`src/rtl/parse_pkg.sv`:
```
// Shared action-field layout, size codes and scheduler state encodings for the
// parse action scheduler and its per-lane checker.
package parse_pkg;

  localparam int ACT_VALID_BIT = 0;
  localparam int ACT_SIZE_LSB  = 4;
  localparam int ACT_SIZE_W    = 2;
  localparam int ACT_OFF_LSB   = 6;
  localparam int ACT_OFF_W     = 7;

  typedef enum logic [1:0] {
    SZ_NONE = 2'b00,
    SZ_2B   = 2'b01,
    SZ_4B   = 2'b10,
    SZ_6B   = 2'b11
  } size_code_e;

  typedef enum logic [1:0] {
    IDLE  = 2'b00,
    ISSUE = 2'b01,
    DRAIN = 2'b10
  } sched_state_e;

  function automatic logic [3:0] size_bytes(input logic [1:0] code);
    case (code)
      SZ_2B:   return 4'd2;
      SZ_4B:   return 4'd4;
      SZ_6B:   return 4'd6;
      default: return 4'd0;
    endcase
  endfunction

endpackage

```
`src/rtl/parse_act_check.sv`:
```
// Combinational validity / header-bounds check for one parse action.
// Bounds suppression is active only when PARSE_BOUNDS_CHECK_EN is defined.
module parse_act_check
  import parse_pkg::*;
#(
  parameter int PARSE_ACT_LEN = 16,
  parameter int HDR_BYTES     = 128
) (
  input  logic [PARSE_ACT_LEN-1:0] act_i,
  output logic                     issue_o,
  output logic                     oob_o
);

  logic [ACT_SIZE_W-1:0] size_code;
  logic [ACT_OFF_W-1:0]  offset;
  logic [3:0]            nbytes;
  logic [7:0]            end_byte;
  logic                  live;
  logic                  exceeds;
  logic                  unused_act;

  assign size_code = act_i[ACT_SIZE_LSB +: ACT_SIZE_W];
  assign offset    = act_i[ACT_OFF_LSB +: ACT_OFF_W];
  assign nbytes    = size_bytes(size_code);
  assign live      = act_i[ACT_VALID_BIT] && (size_code != SZ_NONE);
  // One past the last byte touched; 127+6 needs 8 bits.
  assign end_byte  = 8'(offset) + 8'(nbytes);
  assign exceeds   = int'(end_byte) > HDR_BYTES;

`ifdef PARSE_BOUNDS_CHECK_EN
  assign issue_o = live && !exceeds;
  assign oob_o   = live && exceeds;
`else
  logic unused_bounds;
  assign issue_o       = live;
  assign oob_o         = 1'b0;
  assign unused_bounds = exceeds;
`endif

  assign unused_act = ^act_i;

endmodule

```
`src/rtl/parse_act_sched.sv`:
```
// Issues a registered action list NUM_LANES entries per cycle to the sub-parser
// lanes, then pulses sched_done. Optional bounds check: PARSE_BOUNDS_CHECK_EN.
module parse_act_sched
  import parse_pkg::*;
#(
  parameter int NUM_ACTS      = 10,
  parameter int NUM_LANES     = 2,
  parameter int PARSE_ACT_LEN = 16,
  parameter int HDR_BYTES     = 128
) (
  input  logic                               clk,
  input  logic                               aresetn,
  input  logic                               act_list_valid,
  input  logic [NUM_ACTS*PARSE_ACT_LEN-1:0]  act_list,
  output logic                               act_list_ready,
  output logic [NUM_LANES-1:0]               lane_act_valid,
  output logic [NUM_LANES*PARSE_ACT_LEN-1:0] lane_act,
  output logic                               sched_done,
  output logic [3:0]                         issued_cnt,
  output logic                               err_oob
);

  localparam int GROUPS = (NUM_ACTS + NUM_LANES - 1) / NUM_LANES;
  localparam int SLOTS  = GROUPS * NUM_LANES;
  localparam int PTR_W  = (GROUPS > 1) ? $clog2(GROUPS) : 1;
  localparam int IDX_W  = (SLOTS > 1) ? $clog2(SLOTS) : 1;
  localparam logic [PTR_W-1:0] LAST_PTR = PTR_W'(GROUPS - 1);

  sched_state_e                       state_q, state_d;
  logic [PTR_W-1:0]                   ptr_q, ptr_d;
  logic [NUM_ACTS*PARSE_ACT_LEN-1:0]  list_q, list_d;
  logic [NUM_LANES*PARSE_ACT_LEN-1:0] hold_q, hold_d;
  logic [3:0]                         cnt_q, cnt_d;
  logic                               err_q, err_d;

  logic [PARSE_ACT_LEN-1:0]           slot [SLOTS];
  logic [NUM_LANES*PARSE_ACT_LEN-1:0] cur_act;
  logic [NUM_LANES-1:0]               cur_issue;
  logic [NUM_LANES-1:0]               cur_oob;
  logic [3:0]                         pop;

  // Pad the last partial group with all-zero slots so they never issue.
  for (genvar gi = 0; gi < SLOTS; gi++) begin : slot_g
    if (gi < NUM_ACTS) begin : g_real
      assign slot[gi] = list_q[gi*PARSE_ACT_LEN +: PARSE_ACT_LEN];
    end else begin : g_pad
      assign slot[gi] = '0;
    end
  end

  for (genvar gi = 0; gi < NUM_LANES; gi++) begin : lane_g
    logic [IDX_W-1:0] idx;
    assign idx = IDX_W'(int'(ptr_q) * NUM_LANES + gi);
    assign cur_act[gi*PARSE_ACT_LEN +: PARSE_ACT_LEN] = slot[idx];

    parse_act_check #(
      .PARSE_ACT_LEN (PARSE_ACT_LEN),
      .HDR_BYTES     (HDR_BYTES)
    ) u_check (
      .act_i   (slot[idx]),
      .issue_o (cur_issue[gi]),
      .oob_o   (cur_oob[gi])
    );
  end

  always_comb begin
    pop = '0;
    for (int k = 0; k < NUM_LANES; k++) pop = pop + 4'(cur_issue[k]);
  end

  always_comb begin
    state_d        = state_q;
    ptr_d          = ptr_q;
    list_d         = list_q;
    hold_d         = hold_q;
    cnt_d          = cnt_q;
    err_d          = err_q;
    act_list_ready = 1'b0;
    lane_act_valid = '0;
    lane_act       = hold_q;
    sched_done     = 1'b0;
    case (state_q)
      IDLE: begin
        act_list_ready = 1'b1;
        if (act_list_valid) begin
          list_d  = act_list;
          ptr_d   = '0;
          cnt_d   = '0;
          state_d = ISSUE;
        end
      end
      ISSUE: begin
        lane_act_valid = cur_issue;
        lane_act       = cur_act;
        hold_d         = cur_act;
        cnt_d          = cnt_q + pop;
        err_d          = err_q | (|cur_oob);
        if (ptr_q == LAST_PTR) begin
          ptr_d   = '0;
          state_d = DRAIN;
        end else begin
          ptr_d = ptr_q + PTR_W'(1);
        end
      end
      DRAIN: begin
        // Lanes have one cycle of latency, so results are complete here.
        sched_done = 1'b1;
        state_d    = IDLE;
      end
      default: state_d = IDLE;
    endcase
  end

  always_ff @(posedge clk) begin
    if (!aresetn) begin
      state_q <= IDLE;
      ptr_q   <= '0;
      list_q  <= '0;
      hold_q  <= '0;
      cnt_q   <= '0;
      err_q   <= 1'b0;
    end else begin
      state_q <= state_d;
      ptr_q   <= ptr_d;
      list_q  <= list_d;
      hold_q  <= hold_d;
      cnt_q   <= cnt_d;
      err_q   <= err_d;
    end
  end

  assign issued_cnt = cnt_q;
  assign err_oob    = err_q;

endmodule

```
`config.mk`:
```
export PLATFORM = sky130hd
export DESIGN_NAME = parse_act_sched
export DESIGN_NICKNAME = d
export VERILOG_FILES = /design/src/rtl/parse_pkg.sv /design/src/rtl/parse_act_check.sv /design/src/rtl/parse_act_sched.sv
export SDC_FILE = /design/constraint.sdc
export NUM_CORES = 1
export LEC_CHECK = 0
export ABC_AREA = 0
export CAP_MARGIN = 20
export CORE_UTILIZATION = 38
export CTS_BUF_LIST = sky130_fd_sc_hd__clkbuf_2
export CTS_CLUSTER_DIAMETER = 30
export DETAILED_ROUTE_END_ITERATION = 12
export GPL_TIMING_DRIVEN = 0
export PLACE_DENSITY_LB_ADDON = 0.08
export SKIP_CTS_REPAIR_TIMING = 1
export SYNTH_ARGS = -nofsm -noshare
export SYNTH_HDL_FRONTEND = slang
export SYNTH_HIERARCHICAL = 1
export SYNTH_SLANG_ARGS = --single-unit
```
`constraint.sdc`:
```
create_clock -name clk -period 7.4 [get_ports clk]
set_input_delay 1.48 -clock clk [delete_from_list [all_inputs] [get_ports clk]]
set_output_delay 1.48 -clock clk [all_outputs]
set_load 0.05 [all_outputs]
```
== Word level (Yosys, flattened, before mapping) ==
Cells that the tools add are included.
Word-level totals
  bits in registers: 201
  input port bits: 163
  logic and storage cells: 45
Cells by class
  add/subtract/negate cells: 4
  magnitude comparators: 2
  equality and inequality tests: 5
  multiplexer cells: 18
  bitwise operators: 2
  reduce and logical (&&, ||, !) cells: 9
Operators by type and width (number)
  binary-select mux 16 bit (select 4 bit): 2
  two-way mux 16 bit: 4
  two-way mux 32 bit: 1
  >= comparator 5 bit (second input constant): 2
  inverter 4 -> 5 bit: 2
  case mux 4 bit (2 select lines): 1
  two-way mux 2 bit: 3
  two-way mux 3 bit: 2
  case mux 3 bit (2 select lines): 1
  AND reduction 2 bit: 3
  nonzero test 2 bit: 3
  adder 4 x 1 -> 4 bit (second input constant): 1
  adder 4 x 2 -> 4 bit: 1
  two-way mux 4 bit: 1
  != test 2 bit (second input constant): 2
  case mux 2 bit (2 select lines): 1
  adder 3 x 1 -> 3 bit (second input constant): 1
  == test 3 bit (second input constant): 1
  adder 1 x 1 -> 2 bit: 1
  == test 2 x 1 -> 1 bit (second input constant): 1
  == test 2 bit (second input constant): 1
  logical AND 1 bit: 2
  zero test 2 bit: 1
  two-way mux 1 bit: 2

== Logic depth before layout (Yosys ltp) ==
Gate-level depths: netlist of run 1.
  word-level depth: 10
  depth in mapped cells: 14

== Modules after synthesis ==
The synthesis of run 1 kept the hierarchy.
By module, submodules not included
  parse_act_sched: instances 1, cells each 1117, area an instance 9308.9 µm²
  parse_act_check: instances 2, cells each 3, area an instance 18.8 µm²

== Worst setup path after synthesis of run 1 ==
Ideal clock, no wire load.
  path type: register -> output
  start point: register ptr_q[0]
  end point: output port lane_act[0]
  arrival time: 1.937 ns
  data required time: 5.920 ns
  setup slack: 3.983 ns
  cell stages (with the launch flop): 6
  path buffers: 2
  cell sequence: dfxtp_1 -> buf_4 -> nor3b_4 -> buf_4 -> nand2_2 -> a31oi_1
On the way
  longest elaborated chain between the ends: 5
Ends and longest elaborated chain
  start: declaration: line parse_act_sched.sv:30  | logic [PTR_W-1:0] ptr_q, ptr_d;
  start signal: assignment: line parse_act_sched.sv:124  | ptr_q <= ptr_d;
  inverter 4 -> 5 bit (not written as such): line parse_act_sched.sv:54  | assign cur_act[gi*PARSE_ACT_LEN +: PARSE_ACT_LEN] = slot[idx];
  binary-select mux 16 bit (select 4 bit): line parse_act_sched.sv:54
  two-way mux 16 bit (2 in series)
  two-way mux 32 bit
  end: declaration: line parse_act_sched.sv:17  | output logic [NUM_LANES*PARSE_ACT_LEN-1:0] lane_act,
No other way between the ends. The select of a mux whose other input is x is not followed.

== Worst setup path after layout of run 1 ==
  start point: register ptr_q[1]
  end point: output port lane_act_valid[0]
On the way
  longest elaborated chain between the ends: 7
Ends and longest elaborated chain
  inverter 4 -> 5 bit
  binary-select mux 16 bit (select 4 bit)
  two-way mux 16 bit (not written as such) (2 in series): line parse_act_sched.sv:60  | .act_i (slot[idx]),
  named net cur_act[5]: line parse_act_sched.sv:37  | logic [NUM_LANES*PARSE_ACT_LEN-1:0] cur_act;
  nonzero test 2 bit: line parse_act_check.sv:25  | assign live = act_i[ACT_VALID_BIT] && (size_code != SZ_NONE);
  logical AND 1 bit: line parse_act_check.sv:25
  named net cur_issue[0]: line parse_act_sched.sv:38  | logic [NUM_LANES-1:0] cur_issue;
  two-way mux 2 bit: line parse_act_sched.sv:82  | case (state_q)
  end: declaration: line parse_act_sched.sv:16  | output logic [NUM_LANES-1:0] lane_act_valid,
The timed path passes the listed nets, and every way through them passes these cells. The select of a mux whose other input is x is not followed.

==> run_results.csv, run 1 <==
group,metric,value,unit
placed_design,dpl.cell_count,1618,
worst_setup_path,crit_end,"lane_act_valid[0]",
timing,slew_violations,0,
synth,avgSynthCellArea,8.431,µm²
status,outcome,"finished, final reports clean",
timing,clock.fmax,199.4,MHz
worst_setup_path,r2r_cells,13,
cts,clk_path_buf_depth,3,
detailed_routing,firstDrtPassIters,5,
worst_setup_path,critPathRequiredTime,5.92,ns
pwr,peakVddDrop,0.1242,mV
timing,hold_ws,0.4535,ns
worst_setup_path,crit_path_start_kind,"flip-flop",
synth,synth_cells,1097,
cts,cts_max_level,2,
global_routing,grt_remaining_overflow,0,
final_layout,fillers,2447,
worst_setup_path,cp.arrival,3.54,ns
global_routing,grt_pass1_vias,8313,
detailed_routing,wl,29.90,mm
worst_setup_path,r2r_end,"issued_cnt[2]",
global_routing,antenna_found_initial,1,
worst_setup_path,r2r_start,"ptr_q[1]",
timing,min_period_over_period,67.78,%
timing,fin_crit,5.016,ns
pwr,cellPowerDensity,210.1,nW/µm²
final_layout,fin_cells,1720,
pwr,p_leak,4.715,nW
final_layout,area_delta_synth_final,31.66,%
worst_setup_path,rrSetupSlack,4.61,ns
cts,cts_tree,"yes",
floorplan,start_util,39.05,%
pwr,power,0.002558,W
global_routing,grt_usage,24.07,%
timing,worst_pin_slew,0.6658,ns
synth,yosys_warnings,6,
flow_run,cap_viol_max_count,0,
global_routing,grt_pass1_wl,45.27,mm
cts,clkSlewWorstSetupHoldPaths,0.09,ns
floorplan,die_x,158.0,µm
placed_design,hpwlAfterDp,22.49,mm
hold_path,hold_path_class,"flip-flop to flip-flop",
detailed_routing,wl_per_cell,17.38,µm
cts,clock_latency,0.80,ns
cts,cts_buffers,56,
worst_setup_path,critPathLaunch,"ptr_q[1]",
floorplan,die_area,24970,µm²
timing,skew,0.03349,ns
timing,finalSetupViolCount,0,
timing,hold_violations,0,
cts,root_buffer,"clkbuf_2",
detailed_routing,vias,8508,
floorplan,row_count,56,
worst_setup_path,path_max_fanout,10,
synth,synth_area,9249,µm²
worst_setup_path,endpoint_kind,"output port",
floorplan,pin_count,204,
placed_design,gp_congestion,0.8261,
cts,clkSinkCount,202,
floorplan,die_y,158.0,µm
detailed_routing,drc,0,
worst_setup_path,timing_worst_setup_path_type,"flip-flop to output port",
global_routing,grt_max_degree,14,
timing,rsz0062_at_grt,"no",
final_layout,drive_above_1_share,17.26,%
final_layout,nets,1524,
timing,slew_headroom,55.62,%
detailed_routing,drt_iter0_markers,565,
placed_design,numPortBuffers,202,
floorplan,core,23680,µm²
synth,syn_nets,1264,
timing,final.setup.tns,0,ns
detailed_routing,ant_nets,0,
detailed_routing,vias_per_cell,4.947,
-- through the flow --
stage          instance area (µm²)  setup WS, ns  util, %
3_3_place_gp                 11670         3.246    49.28
5_1_grt                      12180         2.217    51.42
4_1_cts                      12160         2.362    51.36
6_report                     12180         2.384    51.42
2_1_floorplan                 9249         3.983        -
3_5_place_dp                 11670         3.247    49.28
-- power by group --
group / leakage (nW) / internal, W / switching, W
Clock: 0.378 / 0.000319 / 0.000477
Sequential: 1.66 / 0.00116 / 0.0000367
Combinational: 2.68 / 0.000243 / 0.000325
-- state kept, by name, indices dropped and copies added, names as in the netlist --
register,count
state_q,2
ptr_q,3
list_q,160
err_oob,1
issued_cnt,4
hold_q,32
-- worst min-delay path by stage --
| stage | slack (ns) | to | depth (start not counted) | start |
|---|---|---|---|---|
| after floorplan | 0.43 | list_q[100] | 2 | list_q[100] |
| after global placement | 0.44 | list_q[105] | 2 | list_q[105] |
| after detailed placement | 0.44 | list_q[97] | 2 | list_q[97] |
| after CTS | 0.46 | list_q[97] | 2 | list_q[97] |
| after global routing | 0.47 | list_q[105] | 2 | list_q[105] |
| final | 0.45 | list_q[105] | 2 | list_q[105] |
-- worst max-delay path, cell delays in order, from the launching register on --
cell,delay (ns)
dfxtp_1,0.35
buf_6,0.14
buf_2,0.28
mux2_2,0.38
a22oi_1,0.33
nand2_1,0.11
o21a_1,0.25
inv_1,0.11
nor2_1,0.07
clkdlybuf4s50_1,0.71
-- final cells by class --
class	count	area [µm²]	share of cell area [%]
sequential	202	4044	33.21
timing repair buffer	202	2022	16.60
clock buffer	78	390.4	3.206
multi-input combinational	796	4626	37.99
inverter	6	22.52	0.1850
tap	319	399.1	3.278
clock inverter	19	103.9	0.8529
antenna	5	12.51	0.1028
buffer	93	556.8	4.573
-- layout by cell type, fill, tap and decap left out, types with 2 or more instances in the layout --
cell type and instances:
a22oi_2 9, nand2_1 353, nor2_1 39, clkinv_1 13
conb_1 2, buf_4 19, a22oi_1 23, o21ai_0 33
clkbuf_1 22, a21boi_0 85, clkinv_2 5, nor3b_1 3
mux2_2 64, dfxtp_1 202, buf_2 40, nor2b_1 5
buf_6 11, o21a_1 4, inv_1 6, nand2_2 10
a21boi_1 80, diode_2 5, a31oi_1 64, clkbuf_2 78
nand3b_1 2, nand3_1 4, clkdlybuf4s50_1 202, ha_1 3
-- layer usage --
metal  GRT usage [%]  routed length [µm]  vias up
met2           38.66               13280      294
li1                -                   -     4263
met5               0                   0        -
met3           4.243                1965       42
met1           33.12               14190     3909
met4           6.273                 464        0
No activity file was read; power rests on OpenSTA's default activity.
==> run 2: changes to the inputs <==
==> constraint.sdc (replaced) <==
create_clock -name clk -period 4.8 [get_ports clk]
set_input_delay 0.96 -clock clk [delete_from_list [all_inputs] [get_ports clk]]
set_output_delay 0.96 -clock clk [all_outputs]
set_load 0.05 [all_outputs]
==> results of run 2 <==
Same layout as run 1 (identical final DEF). Status: finished, final reports clean.
Main changes from that run: setup slack after placement 3.247 ns -> 1.167 ns; setup slack after layout 2.384 ns -> 0.3042 ns; register-to-register setup slack 4.61 ns -> 2.01 ns; total power 0.002558 W -> 0.003944 W; worst IR drop on VDD 0.1242 mV -> 0.1915 mV
